File: src/rtl/hazard_ctrl.sv
// Pipeline hazard control: per-stage stall/flush/bubble, PC redirect, and
// deferral of a branch redirect that lands while the I-cache is mid-fetch.
module hazard_ctrl #(
  parameter int unsigned CNT_W = 32,
  parameter int unsigned XLEN  = 32
) (
  input  logic             clk,
  input  logic             rst,
  input  logic             forward_stall_i,
  input  logic             ICACHE_stall_i,
  input  logic             DCACHE_stall_i,
  input  logic             ID_redirect_i,
  input  logic [XLEN-1:0]  ID_target_i,
  output logic             PC_stall_o,
  output logic             PC_redirect_o,
  output logic [XLEN-1:0]  PC_target_o,
  output logic             IF_ID_stall_o,
  output logic             IF_ID_flush_o,
  output logic             ID_EX_stall_o,
  output logic             ID_EX_bubble_o,
  output logic             EX_ME_stall_o,
  output logic             ME_WB_stall_o,
  output logic [CNT_W-1:0] stall_cnt_o,
  output logic [CNT_W-1:0] redirect_cnt_o
);

  localparam logic [0:0] ST_RUN  = 1'b0;
  localparam logic [0:0] ST_PEND = 1'b1;

  logic [0:0]      state, state_nxt;
  logic [XLEN-1:0] pend_target, pend_target_nxt;
  logic [CNT_W-1:0] stall_cnt, redirect_cnt;

  logic            pc_stall, pc_redirect, if_id_stall, if_id_flush;
  logic            id_ex_stall, id_ex_bubble, ex_me_stall, me_wb_stall;
  logic [XLEN-1:0] pc_target;

  // Next-state and control decode; D-cache stall dominates everything.
  always_comb begin
    state_nxt       = state;
    pend_target_nxt = pend_target;
    pc_stall        = 1'b0;
    pc_redirect     = 1'b0;
    if_id_stall     = 1'b0;
    if_id_flush     = 1'b0;
    id_ex_stall     = 1'b0;
    id_ex_bubble    = 1'b0;
    ex_me_stall     = 1'b0;
    me_wb_stall     = 1'b0;
    pc_target       = ID_target_i;
    case (state)
      ST_RUN: begin
        if (DCACHE_stall_i) begin
          pc_stall    = 1'b1;
          if_id_stall = 1'b1;
          id_ex_stall = 1'b1;
          ex_me_stall = 1'b1;
          me_wb_stall = 1'b1;
        end else if (forward_stall_i) begin
          pc_stall     = 1'b1;
          if_id_stall  = 1'b1;
          id_ex_bubble = 1'b1;
        end else if (ICACHE_stall_i) begin
          pc_stall    = 1'b1;
          if_id_flush = 1'b1;
          if (ID_redirect_i) begin
            pend_target_nxt = ID_target_i;
            state_nxt       = ST_PEND;
          end
        end else if (ID_redirect_i) begin
          pc_redirect = 1'b1;
          if_id_flush = 1'b1;
        end
      end
      default: begin
        pc_target = pend_target;
        if (DCACHE_stall_i) begin
          pc_stall    = 1'b1;
          if_id_stall = 1'b1;
          id_ex_stall = 1'b1;
          ex_me_stall = 1'b1;
          me_wb_stall = 1'b1;
        end else begin
          id_ex_bubble = forward_stall_i;
          if_id_flush  = 1'b1;
          if (ICACHE_stall_i) begin
            pc_stall = 1'b1;
          end else begin
            pc_redirect = 1'b1;
            state_nxt   = ST_RUN;
          end
        end
      end
    endcase
  end

  // Outputs are forced quiet for as long as reset is held.
  always_comb begin
    PC_stall_o     = pc_stall     & ~rst;
    PC_redirect_o  = pc_redirect  & ~rst;
    IF_ID_stall_o  = if_id_stall  & ~rst;
    IF_ID_flush_o  = if_id_flush  & ~rst;
    ID_EX_stall_o  = id_ex_stall  & ~rst;
    ID_EX_bubble_o = id_ex_bubble & ~rst;
    EX_ME_stall_o  = ex_me_stall  & ~rst;
    ME_WB_stall_o  = me_wb_stall  & ~rst;
    PC_target_o    = rst ? '0 : pc_target;
    stall_cnt_o    = stall_cnt;
    redirect_cnt_o = redirect_cnt;
  end

  always_ff @(posedge clk or posedge rst) begin
    if (rst) begin
      state       <= ST_RUN;
      pend_target <= '0;
    end else begin
      state       <= state_nxt;
      pend_target <= pend_target_nxt;
    end
  end

  // Saturating performance counters.
  always_ff @(posedge clk or posedge rst) begin
    if (rst) begin
      stall_cnt    <= '0;
      redirect_cnt <= '0;
    end else begin
      if (pc_stall && (stall_cnt != {CNT_W{1'b1}}))
        stall_cnt <= stall_cnt + CNT_W'(1);
      if (pc_redirect && (redirect_cnt != {CNT_W{1'b1}}))
        redirect_cnt <= redirect_cnt + CNT_W'(1);
    end
  end

endmodule

File: config.mk
export PLATFORM = sky130hd
export DESIGN_NAME = hazard_ctrl
export DESIGN_NICKNAME = d
export VERILOG_FILES = /design/src/rtl/hazard_ctrl.sv
export SDC_FILE = /design/constraint.sdc
export NUM_CORES = 1
export LEC_CHECK = 0
export BUFFER_PORTS_ARGS = -buffer_cell sky130_fd_sc_hd__buf_2
export CAP_MARGIN = 0
export CORE_ASPECT_RATIO = 1.5
export CORE_MARGIN = 3
export CORE_UTILIZATION = 36
export CTS_CLUSTER_SIZE = 8
export DETAILED_ROUTE_END_ITERATION = 7
export GPL_TIMING_DRIVEN = 0
export SLEW_MARGIN = 15
export SYNTH_ARGS = -nofsm -noshare
export SYNTH_HDL_FRONTEND = slang
export SYNTH_SLANG_ARGS = --single-unit
File: constraint.sdc
create_clock -name clk -period 5.65 [get_ports clk]
set_input_delay 1.13 -clock clk [delete_from_list [all_inputs] [get_ports clk]]
set_output_delay 1.13 -clock clk [all_outputs]
set_load 0.05 [all_outputs]
==> results list, run 1 <==
- H-tree level count: 3
* Count of TritonRoute iterations in the first routing pass: 6
* Ordered list of cells on the worst path: clkbuf_1 -> clkbuf_1 -> nor2_1 -> buf_2
- For this block, the initial DRC count from the detailed router was 82.
- Number of max-capacitance violations reported: 0
- In this run the mean area of a mapped cell was 10.88 sq um.
- Sequential Power Share: 43.5%
- The via count of the first global-routing pass is 4172.
- Summing all multi-input logic gate instances after layout gives 2397 sq um.
* Count of buffers added by post-CTS timing repair for setup: 0
* Detail-routed net length per standard cell: around 16 um
* Clock network latency to the later pin of the worst-skew pair: 0.34 ns
- For this run, the register share of the synthesized area comes to 49.05%.
- The path class of the tightest hold or removal check is reg2reg.
- For this run, design rule violations remaining after detail routing come to 0.
- The number of different library cells used by synthesis comes to 47.
- Summing all flip-flop and latch instances after layout gives 2427 sq um.
- The initialized floorplan defines between 50 and 60 standard-cell rows.
- The run finished with clean final reports.
* DP Wirelength: 9.555 mm
- Post-Synthesis Cell Area: 4948 sq um
- Yosys warning count: 0
- Die height: 149.6 um
* Share of the cycle needed by the critical path after routing: ~64%
- Summed over all failing endpoints, the final setup total negative slack is 0 ns.
- For this design, the slowest cell found on the critical path is clkbuf_1.
- Filler instances: about 1300
- First-pass GRT wire length: 20.23 mm
- Chip Width: ~100 um
- Of the total power, the share spent switching nets is about 38%.
- The final number of max-transition violations came to 0.
- After clock tree synthesis, the flow added hold-fix buffers numbering 0.
- STA classifies the critical path startpoint as an input port.
- The post-route netlist has 35.29% of its cells at a drive strength greater than 1.
- Static leakage power: 2.925 nW
* Endpoint required time on the critical path: around 4.5 ns
- Setup violations remaining at the end of the flow were counted as 0.
- Remaining antenna violation count after routing: 0
- Aggregate global-route resource usage: between 10% and 20%
- Final Hold Vio Count: 0
- Nets: 647
* Tightest Pin Transition: 0.7406 ns
* Flops & latches, synth: 97
- Worst Setup End Kind: primary output
* Comb power frac: 29.4%
* Clock tree skew after final layout: 0.008045 ns
- P&R area growth vs syn: 24.45%
* Clk pin slew, worst setup/hold paths: about 0.07 ns
- Placed cell count: 755
- The initial antenna violation count came to 0.
- Crit path arrival time: approximately 2.5 ns
- Sink count of the clock tree: 97
* Power Dens Cells: 342.3 nW/um^2
- Clock tree synthesis inserted a total of 9 buffers.
* Syn_nets: 495
* Net switching power figure: 0.7936 mW
* Critical path class: in2out
- Setup repair after global routing missed its margin: no
- Wires add up to between 10 and 15 mm.
- Maximum clock rate: 277.8 MHz
- The root buffer cell chosen for the clock tree is clkbuf_16.
* Final non-filler cell total: 772
- Headroom to the max-slew limit: 50.62%
- The floorplan step defined a core boundary enclosing approximately 13000 sq um.
* Period minus WS final: roughly 3.6 ns
- Global routing used about a fifth of the available met1 tracks.
- Top-level I/O count: 142
* Portion of total power attributed to the clock network: 27.1%
* Delay contributed by the slowest stage of the critical path: 0.53 ns
- Number of standard cells after synthesis: 455
- Gp weighted congestion: between 0.8 and 0.9
* Most used cell along the critical path: clkbuf_1
- Cell internal power was estimated by the tool at 1.314 mW.
- Avg Vias per Cell: slightly above 5
- Count of instances resized after the clock tree is built: 0
- Entering global routing, the biggest net connects 56 pins.
- Detailed routing inserted a total of between 3000 and 4000 vias.
- Worst supply voltage drop on vdd: 0.0001485 V
* CTS tree: done
* Initial Utilization: 37.46%
- Number of buffers added on ports: 140
- The floorplan step defined a die boundary enclosing approximately 15000 sq um.
* Routing layer with the top usage in global route: met2
- For this run the aggregate overflow at the end of global routing stands at 0.
* Worst Path Max Fanout: 10
* Met3 usage: 2.332%
* CTS Buffer Depth: 2
* Global-route track usage on met2: a little under 30%
[metrics by stage]
step | cell area [sq um] | setup slack, ns | power, mW | util [%] | hold slack (ns)
after global placement | 5848 | 0.1571 | 1.536 | 44.27 | 0.4761
after detailed placement | 5881 | 1.995 | 1.556 | 44.52 | 0.4778
after floorplan | 4949 | 1.567 | 1.384 | - | 0.4805
after CTS | 6156 | 1.988 | 2.136 | 46.60 | 0.4894
final | 6158 | 2.051 | 2.108 | 46.62 | 0.4909
after global routing | 6156 | 1.885 | 2.224 | 46.60 | 0.5109
[power by group through the flow]
stage | Combinational, mW | Clock, mW | Sequential (mW)
after global placement | 0.615 | 0 | 0.921
after global routing | 0.668 | 0.621 | 0.935
after detailed placement | 0.627 | 0 | 0.929
after CTS | 0.629 | 0.592 | 0.916
final | 0.620 | 0.571 | 0.917
after floorplan | 0.303 | 0 | 1.08
[cell usage in the layout (no fill, tap or decap), types with 4 or more instances in the layout]
master / Yosys / final
xnor2_1: 30 / 30
nor4_1: 9 / 9
nand3_1: 23 / 23
nand2_1: 22 / 22
nor3_1: 17 / 17
inv_1: 8 / 7
clkbuf_1: 5 / 7
clkbuf_16: 0 / 9
mux2i_1: 32 / 32
nor3_2: 4 / 4
and3_1: 5 / 5
dfrtp_1: 97 / 97
nand4_1: 25 / 25
buf_2: 6 / 146
xor2_1: 28 / 28
nor2_1: 60 / 60
mux2_2: 34 / 34
[final cells by class]
cell class | count | area share [%]
plain buffers | 18 | 1.524
well taps | 159 | 3.230
flip-flops and latches | 97 | 39.41
inverters | 8 | 0.5689
repair buffers | 141 | 11.82
clock buffers | 12 | 4.002
diodes | 1 | 0.04063
multi-input cells | 332 | 38.93
clock inverters | 4 | 0.4673
[cells by family after synthesis]
| family | after synthesis | synth area share [%] |
|---|---|---|
| buf+inv | 26 | 2.503 |
| fa+ha+maj | 2 | 0.5056 |
| flops | 97 | 49.05 |
| compound gates | 14 | 2.453 |
| simple gates | 192 | 21.01 |
| mux | 66 | 14.21 |
| xor+xnor | 58 | 10.27 |
[cells in the mapped netlist (all sizes together)]
| library cell | number | area share (%) |
|---|---|---|
| dfrtp | 97 | 49 |
| nor2 | 60 | 4.6 |
| mux2 | 34 | 7.7 |
| mux2i | 32 | 6.5 |
| xnor2 | 30 | 5.3 |
| xor2 | 28 | 5.0 |
| nand4 | 26 | 3.4 |
| nand3 | 23 | 2.3 |
| nand2 | 22 | 1.7 |
| nor3 | 21 | 2.5 |
| buf | 13 | 1.5 |
| nor4 | 10 | 1.6 |
| inv | 8 | 0.61 |
| nor3b | 6 | 1.2 |
| and3 | 5 | 0.63 |
| clkbuf | 5 | 0.38 |
| or2 | 4 | 0.51 |
| nor2b | 3 | 0.38 |
| a21o | 2 | 0.30 |
| a21oi | 2 | 0.20 |
| a31oi | 2 | 0.25 |
| and4 | 2 | 0.35 |
| and4bb | 2 | 0.51 |
| ha | 2 | 0.51 |
| nor4bb | 2 | 0.40 |
| a2111oi | 1 | 0.56 |
| a211o | 1 | 0.18 |
| a211oi | 1 | 0.15 |
| and2 | 1 | 0.13 |
| nand2b | 1 | 0.13 |
| nand3b | 1 | 0.15 |
| o2111a | 1 | 0.23 |
| o2111ai | 1 | 0.18 |
| o211ai | 1 | 0.15 |
| o21a | 1 | 0.15 |
| o21ai | 1 | 0.10 |
| or3 | 1 | 0.13 |
| or4 | 1 | 0.23 |
| or4b | 1 | 0.20 |
[registers in the layout, indices dropped and copies added (netlist names)]
signal and count:
stall_cnt_o 32, redirect_cnt_o 32, pend_target 32, state 1
[per-layer routing]
layer / vias up / routed length, um / share of wire [%]
met5: - / 0 / 0
met1: 1962 / 5040 / 40
li1: 1906 / - / -
met3: 23 / 505 / 4.0
met4: 0 / 379 / 3.0
met2: 98 / 6589 / 53
[critical path: cells and delay by family]
| family | cells | cell delay [ns] |
|---|---|---|
| buffers and inverters | 3 | 1.19 |
| AND/OR/NAND/NOR | 1 | 0.14 |
[worst paths after layout]
check | cells after the start | slack, ns | to | from
max reg2reg | 7 | 3.51 | stall_cnt_o[13] | stall_cnt_o[18]
max | 4 | 2.05 | PC_target_o[30] | rst
max in group asynchronous | 4 | 3.63 | redirect_cnt_o[1] | rst
min in group asynchronous | 3 | 1.40 | pend_target[14] | rst
min | 1 | 0.49 | redirect_cnt_o[23] | redirect_cnt_o[23]
min reg2reg | 1 | 0.49 | redirect_cnt_o[23] | redirect_cnt_o[23]
Power figures use the tool's default switching activity.
==> run 2, diff against run 1 <==
--- a/config.mk
+++ b/config.mk
@@ -5,6 +5,7 @@
 export SDC_FILE = /design/constraint.sdc
 export NUM_CORES = 1
 export LEC_CHECK = 0
+export ABC_AREA = 1
 export BUFFER_PORTS_ARGS = -buffer_cell sky130_fd_sc_hd__buf_2
 export CAP_MARGIN = 0
 export CORE_ASPECT_RATIO = 1.5
==> constraint.sdc (replaced) <==
create_clock -name clk -period 3.2 [get_ports clk]
set_input_delay 0.64 -clock clk [delete_from_list [all_inputs] [get_ports clk]]
set_output_delay 0.64 -clock clk [all_outputs]
set_load 0.05 [all_outputs]
==> run 2 against run 1 <==
Non-clock buffer count increased by 13. Largest cell class is now multi-input combinational cells. Total power up 70%. Die area up 20%. Clock power grew 100%. Wire length increased by 45%. Critical endpoint is now PC_target_o[23]. Via count is 53% higher.
==> results list, run 2 <==
* Status: complete, no violations
- Dominant cell by count in the synthesized netlist: nand2_1
* Filler instances: 1745 (+38%)
* Share of synthesized registers carrying an async set or reset: 100.0% (unchanged)
* Remaining global-route overflow: 0 (unchanged)
- Reg area: 2427 sq um (unchanged)
- The floorplan row count was 57 (+12%).
* Flops & latches, synth: 97 (unchanged)
- Top-level I/O count: 142 (unchanged)
- The post-route DRC violation count came to 0 (unchanged).
- The initial antenna violation count came to 1 (+1).
* Portion of synthesized cell area occupied by the leading cell type: 40.59% (-8.5 points)
* Worst Setup End Kind: primary output
- The transition time at the pin with the least slew margin came to 0.7722 ns (+0.03153 ns).
- Worst supply voltage drop on vdd: 0.0003706 V (+150%)
- Mean cell area of the mapped netlist: 6.711 sq um (-38%)
* Post-DP Area: 6953 sq um (+18%)
* CTS Buffer Depth: 2 (unchanged)
- Post-Synthesis Cell Area: 5979 sq um (+21%)
* Crit path arrival time: 2.37 ns (-0.10 ns)
- The share of the synthesized area in compound gates (AO/OA/AOI/OAI) came to 9.793% (+7.3 points).
- The area of the die was 18220 sq um (+20%).
- Headroom to the max-slew limit: 48.52% (-2.1 points)
- Mux share of post-synthesis cell area: 0% (-14 points)
* P&R area growth vs syn: 21.53%
* Most area-consuming cells after synthesis: dfrtp_1 41%, nand2_1 21%, nor2_1 6.7%
- Clock tree synthesis selected as its root buffer the cell clkbuf_16.
* Final Hold Vio Count: 0 (unchanged)
* Commonest non-fill, non-tap cell in the layout: nand2_1
- Of the available clock period, the critical path in the final layout requires a little over nine tenths.
- Post-synthesis share of cell area spent on and, or, nand and nor gates: 37.35% (+16 points)
- The depth of the CTS H-tree was 3 (unchanged).
- The first-pass detailed-route iteration total came to 5 (-1).
- The most critical setup path has its endpoint at PC_target_o[23].
- Minimum setup slack among reg-to-reg paths: 1.34 ns (-2.17 ns)
- Fraction of final layout cells with drive strength greater than 1: 19.37% (-16 points)
- Terminus of the critical flop-to-flop path: redirect_cnt_o[31]
- Setup repair after global routing missed its margin: no
* Iter 0 DRT Violations: 382 (+370%)
* Die height: 163.8 um (+9.5%)
- Number of max-capacitance violations reported: 0 (unchanged)
- DP Wirelength: 13.74 mm (+44%)
- The total nets after synthesis came to 931 (+88%).
- The highest net fanout along the worst path is 106 (+96).
- The count of cell types in the netlist was 28 (-40%).
- Clock tree skew after final layout: 0.007602 ns (-0.0004432 ns)
* Static leakage power: 3.652 nW (+25%)
- Final non-filler cell area: 7267 sq um (+18%)
- The starting density of the core was 36.77% (-0.69 points).
- Chip Width: 111.2 um (+9.3%)
* Synthesized-area fraction occupied by xor and xnor cells: 2.783% (-7.5 points)
- The port buffer count is 141 (+0.71%).
- Clk pin slew, worst setup/hold paths: 0.07 ns (about the same)
- Pins Over Slew Limit: 0 (unchanged)
- The first-pass GRT wire length came to 29.41 mm (+45%).
* Final setup viols: 0 (unchanged)
- The total number of clock tree sinks came to 97 (unchanged).
- For this run, the top clock speed supported by timing is 332.0 MHz.
- Core area: 16260 sq um (+23%)
* Power Dens Cells: 493.4 nW/um^2 (+44%)
- The largest total area in the synthesized netlist belongs to dfrtp_1.
- Number of enable flip-flop cells after synthesis: 0 (unchanged)
- Drt total wl: 18.11 mm (+45%)
- The cell count after synthesis was 891 (+96%).
- CTS Hold Bufs: 0 (unchanged)
- CTS tree: done
- By area, the combinational part of the netlist is dominated by simple AND/OR/NAND/NOR gates.
* Combined area of the multi-input logic cells: 3010 sq um (+26%)
- The remaining antenna violation count came to 0 (unchanged).
- The post-CTS setup buffer count was 0 (unchanged).
* Start point of the critical path: rst
- Predominant post-synthesis flop cell: dfrtp_1
- Yosys warning count: 0 (unchanged)
* Worst min-delay path class: reg2reg
- Vias in the first global route: 5935 (+42%)
- Via count of the routed design: 6113 (+53%)
* Share of the yosys chip area belonging to registers: 40.59% (-8.5 points)
- The total routing usage reported by global routing came to 19.86% (+3.2 points).
- Diode count: 0 (-1)
* Nets: 1083 (+67%)
- Adder-cell share of the synthesized area: 0.4185% (-0.087 points)
* Number of buffers added by the clock tree synthesis step: 9 (unchanged)
- The maximum number of pins on one net before global-route repair is 107 (+91%).
- The number of gates given a new drive strength after cts is 0 (unchanged).
* Type of element launching the critical path: input port
* Detail-routed net length per standard cell: 14.44 um (-11%)
- In this run the critical register-to-register path is launched from redirect_cnt_o[7].
* Avg Vias per Cell: 4.875 (-5.7%)
- Endpoint required time on the critical path: 2.56 ns (-1.96 ns)
* Critical path class: in2out
- Commonest cells in the netlist: 332 x nand2_1, 106 x nor2_1, 97 x dfrtp_1
- The global placer's final weighted congestion was 0.8849 (+3.7%).
- The setup total negative slack is 0 ns (unchanged).
* Depth of the worst register-to-register path: 9 (+2)
- After layout, the minimum clock period comes to 3.012 ns.
- Most frequent cells in the layout: 332 x nand2_1, 146 x buf_2, 106 x nor2_1
- The clock latency on the worst-skew pair is 0.36 ns (+0.02 ns).
run 2: cell count changes in the layout (fill, tap and decap cells not counted), moves of 32 or more:
cell | before | now
nor2_1 | 60 | 106
a21oi_1 | 2 | 39
mux2_2 | 34 | 0
inv_1 | 7 | 92
mux2i_1 | 32 | 0
o21ai_0 | 1 | 75
nand2_1 | 22 | 332
run 2: worst min-delay path by stage:
stage / start / slack, ns / depth (start not counted) / end
floorplan: pend_target[0] / 0.45 / 2 / pend_target[0]
global placement: pend_target[11] / 0.46 / 2 / pend_target[11]
detailed placement: pend_target[12] / 0.47 / 2 / pend_target[12]
CTS: pend_target[11] / 0.49 / 2 / pend_target[11]
global route: pend_target[10] / 0.50 / 2 / pend_target[10]
finish: pend_target[11] / 0.48 / 2 / pend_target[11]
run 2: kinds of logic after synthesis:
logic type / Yosys count
and+or+nand+nor: 530
buffers and inverters: 127
AOI/OAI and AO/OA: 116
DFF: 97
xor gates and xnor gates: 19
adders and majority gates: 2
run 2: per-stage QoR:
stage | setup slack [ns] | total power, mW | hold WS [ns] | cells | util, %
6_report | 0.1877 | 3.585 | 0.4792 | 1254 | 44.69
5_1_grt | 0.006169 | 3.777 | 0.5009 | 1254 | 44.69
4_1_cts | 0.06740 | 3.623 | 0.4854 | 1254 | 44.68
3_5_place_dp | 0.07692 | 2.444 | 0.4672 | 1238 | 42.76
3_3_place_gp | 0.09519 | 2.433 | 0.4615 | 1238 | 42.76
2_1_floorplan | 0.2834 | 2.200 | 0.4479 | 891 | -
run 2: final cells by class:
type	count	area share [%]
flip-flops and latches	97	33.40
plain buffers	31	2.617
inverters	96	4.993
clock inverters	6	1.016
clock buffers	10	3.289
repair buffers	141	9.711
multi-input cells	667	41.43
well taps	206	3.547
run 2: where the power goes:
part | total, mW | leakage (nW) | internal, mW | switching (mW)
sequential | 1.51 | 1.30 | 1.38 | 0.127
clock | 1.17 | 0.147 | 0.638 | 0.530
combinational | 0.911 | 2.21 | 0.236 | 0.675
total | 3.59 | 3.65 | 2.25 | 1.33
run 2: layer usage:
metal / up-vias / part of all wire, % / global-route usage [%]
li1: 3090 / - / -
met1: 2823 / 40 / 22.72
met2: 161 / 52 / 36.60
met3: 37 / 4.2 / 2.543
met4: 2 / 3.3 / 9.297
met5: - / 0.072 / 0
run 2: critical path, stage by stage:
cell and delay (ns):
buf_2 0.16, inv_1 0.20, buf_8 0.64, o21ai_0 0.22, a21oi_1 0.19, buf_2 0.29
